**src/rtl/xor_cipher_cfg_loader.sv**
```systemverilog
// Collects a 131-bit cipher config image as bytes, scans it LSB-first into the cipher, then asserts run.
// Latency: SHIFT starts on the edge after byte 16; 131 cfg_en cycles (262 with CFG_LOADER_VERIFY_EN readback).
// Backpressure: in_ready low during SHIFT/VERIFY/DONE, so a held in_valid simply stalls.
module xor_cipher_cfg_loader #(
  parameter int CFG_BITS = 131
) (
  input  logic       clk,
  input  logic       rst_n,
  input  logic       in_valid,
  output logic       in_ready,
  input  logic [7:0] in_data,
  output logic       cfg_en,
  output logic       cfg_i,
  input  logic       cfg_o,
  output logic       run,
  output logic       busy,
  output logic       done,
  output logic       err
);

  localparam int N_BYTES = (CFG_BITS + 7) / 8;
  localparam int PAD_BITS = 8 * N_BYTES;
  localparam logic [4:0] LAST_BYTE = 5'(N_BYTES - 1);
  localparam logic [7:0] LAST_BIT = 8'(CFG_BITS - 1);

`ifdef CFG_LOADER_VERIFY_EN
  typedef enum logic [2:0] {IDLE, SHIFT, VERIFY, DONE, RUN} state_t;
`else
  typedef enum logic [2:0] {IDLE, SHIFT, DONE, RUN} state_t;
`endif

  state_t                state_q, state_d;
  logic [4:0]            byte_cnt_q;
  logic [7:0]            bit_cnt_q;
  logic [CFG_BITS-1:0]   image_q;
  logic [PAD_BITS-1:0]   image_wr;
  logic [PAD_BITS-CFG_BITS-1:0] unused_pad;
  logic                  accept;
  logic                  last_byte;
  logic                  last_bit;

  assign accept    = in_valid & in_ready;
  assign last_byte = (byte_cnt_q == LAST_BYTE);
  assign last_bit  = (bit_cnt_q == LAST_BIT);

  // Byte 16 only carries three real bits; the padding absorbs the rest.
  always_comb begin
    image_wr = PAD_BITS'(image_q);
    if (accept) begin
      image_wr[8*byte_cnt_q +: 8] = in_data;
    end
  end
  assign unused_pad = image_wr[PAD_BITS-1:CFG_BITS];

  always_comb begin
    state_d  = state_q;
    in_ready = 1'b0;
    cfg_en   = 1'b0;
    run      = 1'b0;
    busy     = 1'b0;
    done     = 1'b0;
    case (state_q)
      IDLE: begin
        in_ready = 1'b1;
        if (in_valid && last_byte) state_d = SHIFT;
      end
      SHIFT: begin
        cfg_en = 1'b1;
        busy   = 1'b1;
        if (last_bit) begin
`ifdef CFG_LOADER_VERIFY_EN
          state_d = VERIFY;
`else
          state_d = DONE;
`endif
        end
      end
`ifdef CFG_LOADER_VERIFY_EN
      VERIFY: begin
        cfg_en = 1'b1;
        busy   = 1'b1;
        if (last_bit) state_d = DONE;
      end
`endif
      DONE: begin
        done    = 1'b1;
        run     = 1'b1;
        state_d = RUN;
      end
      RUN: begin
        run      = 1'b1;
        in_ready = 1'b1;
        // The final byte hands the cipher back to the scan chain on the same edge.
        if (in_valid && last_byte) state_d = SHIFT;
      end
      default: state_d = IDLE;
    endcase
    cfg_i = cfg_en ? image_q[bit_cnt_q] : 1'b0;
  end

  always_ff @(posedge clk or negedge rst_n) begin
    if (!rst_n) begin
      state_q    <= IDLE;
      byte_cnt_q <= '0;
      bit_cnt_q  <= '0;
      image_q    <= '0;
    end else begin
      state_q <= state_d;
      if (accept) begin
        image_q    <= image_wr[CFG_BITS-1:0];
        byte_cnt_q <= last_byte ? 5'd0 : byte_cnt_q + 5'd1;
      end
      if (cfg_en) begin
        bit_cnt_q <= last_bit ? 8'd0 : bit_cnt_q + 8'd1;
      end
    end
  end

`ifdef CFG_LOADER_VERIFY_EN
  logic err_q;

  // During readback the cipher's bit 0 should echo the bit being re-sent.
  always_ff @(posedge clk or negedge rst_n) begin
    if (!rst_n) begin
      err_q <= 1'b0;
    end else if (accept && byte_cnt_q == 5'd0) begin
      err_q <= 1'b0;
    end else if (state_q == VERIFY && cfg_o != image_q[bit_cnt_q]) begin
      err_q <= 1'b1;
    end
  end
  assign err = err_q;
`else
  logic unused_cfg_o;
  assign unused_cfg_o = cfg_o;
  assign err = 1'b0;
`endif

endmodule

```
**config.mk**
```make
export PLATFORM = sky130hd
export DESIGN_NAME = xor_cipher_cfg_loader
export DESIGN_NICKNAME = d
export VERILOG_FILES = /design/src/rtl/xor_cipher_cfg_loader.sv
export SDC_FILE = /design/constraint.sdc
export NUM_CORES = 1
export LEC_CHECK = 0
export BUFFER_PORTS_ARGS = -buffer_cell sky130_fd_sc_hd__buf_2
export CORE_MARGIN = 5
export CORE_UTILIZATION = 55
export DETAILED_ROUTE_END_ITERATION = 8
export PLACE_DENSITY = 0.78
export SETUP_SLACK_MARGIN = 0.15
export SLEW_MARGIN = 10
export SYNTH_ARGS = -nofsm -noshare
export SYNTH_HDL_FRONTEND = slang
export SYNTH_SLANG_ARGS = --single-unit
```
**constraint.sdc**
```tcl
create_clock -name clk -period 3.58 [get_ports clk]
set_input_delay 1.074 -clock clk [delete_from_list [all_inputs] [get_ports clk]]
set_output_delay 1.074 -clock clk [all_outputs]
set_load 0.02 [all_outputs]
```
Word level (Yosys, flattened, before mapping)
Index checks and enable logic that the tools add are counted.
- bits in registers: 147
- logic and storage cells: 36
- add/subtract/negate cells: 3
- order comparisons: 1
- equality and inequality tests: 7
- shift-type cells: 2
- multiplexer cells: 13
- bitwise gates (word level): 1
- reductions and logical operators: 5
- operators with widths (cell ; count):
    136-bit bitwise mux ; 1
    8-bit by 34-bit variable shift with 136-bit output, first input constant ; 1
    8-bit by 34-bit variable part select with 136-bit output ; 1
    8-bit negation with 34-bit output ; 1
    8-bit by 9-bit < comparator with 1-bit output, second input constant ; 1
    3-bit one-hot mux with 3 select lines ; 1
    8-bit by 1-bit adder with 8-bit output, second input constant ; 1
    1-bit binary-select mux with 8-bit select ; 1
    8-bit == test, second input constant ; 1
    8-bit two-way mux ; 1
    3-bit by 2-bit == test with 1-bit output, second input constant ; 2
    1-bit two-way mux ; 6
    3-bit two-way mux ; 2
    5-bit by 1-bit adder with 5-bit output, second input constant ; 1
    5-bit == test, second input constant ; 1
    5-bit two-way mux ; 1
    2-bit OR reduction ; 2
    3-bit by 1-bit == test with 1-bit output, second input constant ; 1
    3-bit logical NOT ; 1
    2-bit by 1-bit inequality test with 1-bit output, second input constant ; 1
    2-bit inequality test, second input constant ; 1
    2-bit AND reduction ; 1
    1-bit bitwise AND ; 1
    1-bit logical AND ; 1

Depth between registers and ports, before layout
- depth after elaboration: 4
- mapped depth: 12

Worst setup path after synthesis
OpenSTA, ideal clock, no wires.
- path kind: register to output
- start: reg bit_cnt_q[0]
- end: out cfg_i
- arrival time: 2.117 ns
- required time: 2.506 ns
- setup slack: 0.389 ns
- cell stages (with the launch flop): 9
- buffers on the path: 3
- cells stage by stage: dfrtp_1 buf_2 buf_4 buf_4 mux4_2 nand2_1 o2111ai_1 o221ai_1 a221oi_1
- longest elaborated chain between the ends: 3
- ends and longest elaborated chain (item ; RTL line ; text):
    start: declaration ; 34 ; logic [7:0] bit_cnt_q;
    start signal: assignment ; 114 ; bit_cnt_q <= last_bit ? 8'd0 : bit_cnt_q + 8'd1;
    1-bit binary-select mux with 8-bit select ; 98 ; cfg_i = cfg_en ? image_q[bit_cnt_q] : 1'b0;
    1-bit two-way mux (not written as such) ; 98 ;
    1-bit two-way mux ; 98 ;
    end: declaration ; 13 ; output logic cfg_i,
Every way passes these cells. The select of a mux whose other input is x is not followed.

Worst setup path in the final report
Same ends and word-level chain as after synthesis.

==> reports/qor.txt <==
reg-to-reg slack, setup -> 0.46 ns
Synth Area in Adders -> 0.0164
largest family of logic cells by synthesized area -> multiplexers
GRT overflow -> 0
die area -> 16,300 µm²
Final Max Slew Viols -> 0
final hold vios -> 0
Rows -> 43
met2 Resource Use GR -> 0.361
met1 Use GR -> 0.305
vias in the first global route -> 5,182
most instantiated cells after synthesis -> dfrtp_1 (146), mux2_2 (68), mux2_4 (56), nand2_1 (54), o21ai_0 (32)
Worst Hold End -> image_q[101]$_DFFE_PN0P_
TritonCTS clock tree -> built
final net count -> 627
Leak -> 4.12 nW
simple-gate share of the synthesized area -> 0.109
unrepaired setup endpoints after global routing -> yes
Reg power frac -> 0.349
fin crit period -> 3.73 ns
Area contributors post-synth -> dfrtp_1 (48%), mux2_4 (11%), mux2_2 (10%)
first-pass GRT wire length -> 28,700 µm
DRT Pass-1 Iters -> 5
Setup Crit Path Kind -> reg2out
routed len/inst -> 22.2 µm
largest net degree at the start of global routing -> 76
Sw Share -> 0.340
Power Dens Cells -> 856 nW/µm²
sequential fraction of the synthesis area -> 0.479
Core ar. -> 13,700 µm²
DP Wirelength -> 11,600 µm
GR Layer Usage met3 -> 0.0504
Mapped Area -> 7630 µm²
Worst Hold Class -> reg2reg
global route hottest layer -> met2
Clock Sinks -> 146
Fmax -> 268 MHz
fin util -> 0.631
Tot GR Track Use -> 0.230
count leader, synth -> dfrtp_1
area share of the largest cell type after synthesis -> 0.479
Yosys reg bits -> 146
Slew @ Worst Pin -> 0.712 ns
Max VDD drop -> 0.000444 V
Crit. End Element -> output pin
initial antenna violation count -> 0
Comb power frac -> 0.395
syn_area_per_cell -> 13.1 µm²
Worst Path Arrival -> 2.66 ns
Hold WS -> 0.474 ns
setup TNS -> -0.149 ns
Clk Latency, worst-skew pair -> 0.42 ns
Fillers -> 969
mux contribution to synthesized area -> 0.293
failing checks -> setup timing
share of synthesized registers carrying an async set or reset -> 1.00
hold_buf cts -> 0
Antenna diodes -> 0
Post-synth top flop -> dfrtp_1
routed vias/inst -> 6.10
Final period util -> 1.04
Synth Area in XOR/XNOR -> 0.00344
Worst EP required -> 2.51 ns
Internal -> 0.00489 W
Synth cell types -> 54
WL final -> 17,700 µm
num ports -> 19
number of synthesized flops with an enable pin -> 0
Max-slew headroom -> 0.525
clock share of power -> 0.256
Worst Clk Skew -> 0.00725 ns
synthesized instance count -> 583
register clock-pin slew on the reported worst setup and hold paths -> 0.06 ns
CTS Buffer Depth -> 2
Ys Warns -> 0
syn nets -> 605
Die X -> 128 µm
Final setup viols -> 1
DR vias -> 4,860
Port Buffers -> 16
CTS buffer count -> 17
drt drc -> 0
layout cells sized above 1 -> 0.405
H-Tree Depth -> 4
cell depth of the worst hold path -> 2
status -> finished with violations
FF-to-FF Start -> byte_cnt_q[0]$_DFFE_PN0P_
Layout area overhead -> 13.5%
Max-Cap Viols -> 0
Initial Util -> 0.556
FF-to-FF End -> image_q[102]$_DFFE_PN0P_
Placer Congestion -> 0.876
CP startpoint kind -> flip-flop
maximum fanout along the worst path -> 5
largest area contributor in the netlist -> dfrtp_1
Hold Path Origin -> image_q[101]$_DFFE_PN0P_
Detail Route Antenna Nets -> 0
Worst Slack Setup Final -> -0.149 ns
Sw Pwr -> 0.00252 W
complex-gate fraction of the synthesized area -> 0.0676
1st-iter DRT viols -> 436
DIE HEIGHT -> 128 µm
root buf cell -> clkbuf_16
Worst Reg2Reg Path Length in Cells -> 11
-- final cells by class --
type | instances | area, µm² | area share
sequential | 146 | 3660 | 0.422
clock inverter | 10 | 158 | 0.0182
inverter | 12 | 45.0 | 0.00520
tap | 180 | 225 | 0.0260
timing repair buffer | 41 | 350 | 0.0405
multi-input combinational | 387 | 3750 | 0.433
clock buffer | 21 | 470 | 0.0543
-- worst max-delay path by stage --
stage                        startpoint  endpoint  slack [ns]
6_report       bit_cnt_q[0]$_DFFE_PN0P_     cfg_i       -0.15
5_1_grt        bit_cnt_q[0]$_DFFE_PN0P_     cfg_i       -0.25
4_1_cts        bit_cnt_q[0]$_DFFE_PN0P_     cfg_i       -0.10
3_5_place_dp   bit_cnt_q[0]$_DFFE_PN0P_     cfg_i        0.06
3_3_place_gp   bit_cnt_q[0]$_DFFE_PN0P_     cfg_i        0.14
2_1_floorplan  bit_cnt_q[0]$_DFFE_PN0P_     cfg_i        0.39
-- kinds of logic (layout without fill, tap and decap cells) --
logic type / after synthesis / count (layout)
xor gates and xnor gates: 3 / 3
adders and majority gates: 10 / 10
and+or+nand+nor: 143 / 143
AOI/OAI and AO/OA: 76 / 76
buffers and inverters: 50 / 84
DFF: 146 / 146
muxes: 154 / 154
other: 1 / 1
-- timing repair --
action                                  in CTS  in global routing
pin swaps                                    2                  0
gates resized for setup                     11                  1
endpoints found under the setup margin       1                  1
setup buffers                                4                  0
endpoints found under the hold margin        0                  0
-- stage by stage --
stage	instances	total power, W	cell area (µm²)	setup slack, ns
6_report	797	0.00741	8660	-0.149
5_1_grt	797	0.00777	8660	-0.246
4_1_cts	797	0.00740	8650	-0.101
3_5_place_dp	762	0.00536	7930	0.0593
2_1_floorplan	583	0.00464	7630	0.389
3_3_place_gp	762	0.00522	7930	0.139
-- per-layer routing --
layer	wire length (µm)	part of all wire	vias to the layer above
met5	0	0	-
met4	714	0.040	0
met3	972	0.055	51
met2	8530	0.48	186
met1	7470	0.42	2460
li1	-	-	2163
-- power groups by stage --
| stage | Combinational [W] | Clock, W | Sequential (W) |
|---|---|---|---|
| global placement | 0.00266 | 0 | 0.00257 |
| detailed placement | 0.00274 | 0 | 0.00262 |
| floorplan | 0.00221 | 0 | 0.00243 |
| CTS | 0.00292 | 0.00191 | 0.00258 |
| global route | 0.00313 | 0.00199 | 0.00265 |
| finish | 0.00293 | 0.00189 | 0.00259 |
-- cells in the final DEF (no fill, tap or decap), types with 5 or more instances in the layout --
master | netlist | final
ha_1 | 10 | 10
nand3_1 | 8 | 8
dfrtp_1 | 146 | 145
buf_2 | 8 | 14
buf_12 | 0 | 5
clkbuf_16 | 0 | 17
nand4_1 | 8 | 8
inv_1 | 12 | 12
and2_1 | 12 | 12
a21oi_1 | 6 | 6
nand2_1 | 54 | 54
and3_1 | 14 | 14
mux2_4 | 56 | 56
o31ai_1 | 5 | 5
buf_4 | 9 | 19
nand2b_1 | 6 | 6
mux2_2 | 68 | 68
mux4_2 | 26 | 26
nor2_1 | 11 | 11
o21ai_0 | 32 | 32
-- critical path: stages, from the launching register on --
cell      delay (ns)
dfrtp_4         0.48
buf_12          0.13
buf_4           0.16
mux4_2          0.52
a22oi_1         0.26
nand3_1         0.15
a41oi_2         0.25
a221oi_2        0.10
buf_4           0.18
-- registers in the layout, indices dropped and copies added (netlist names) --
register	cells
bit_cnt_q	8
byte_cnt_q	5
image_q	131
state_q	2
(Power assumes the default switching activity.)
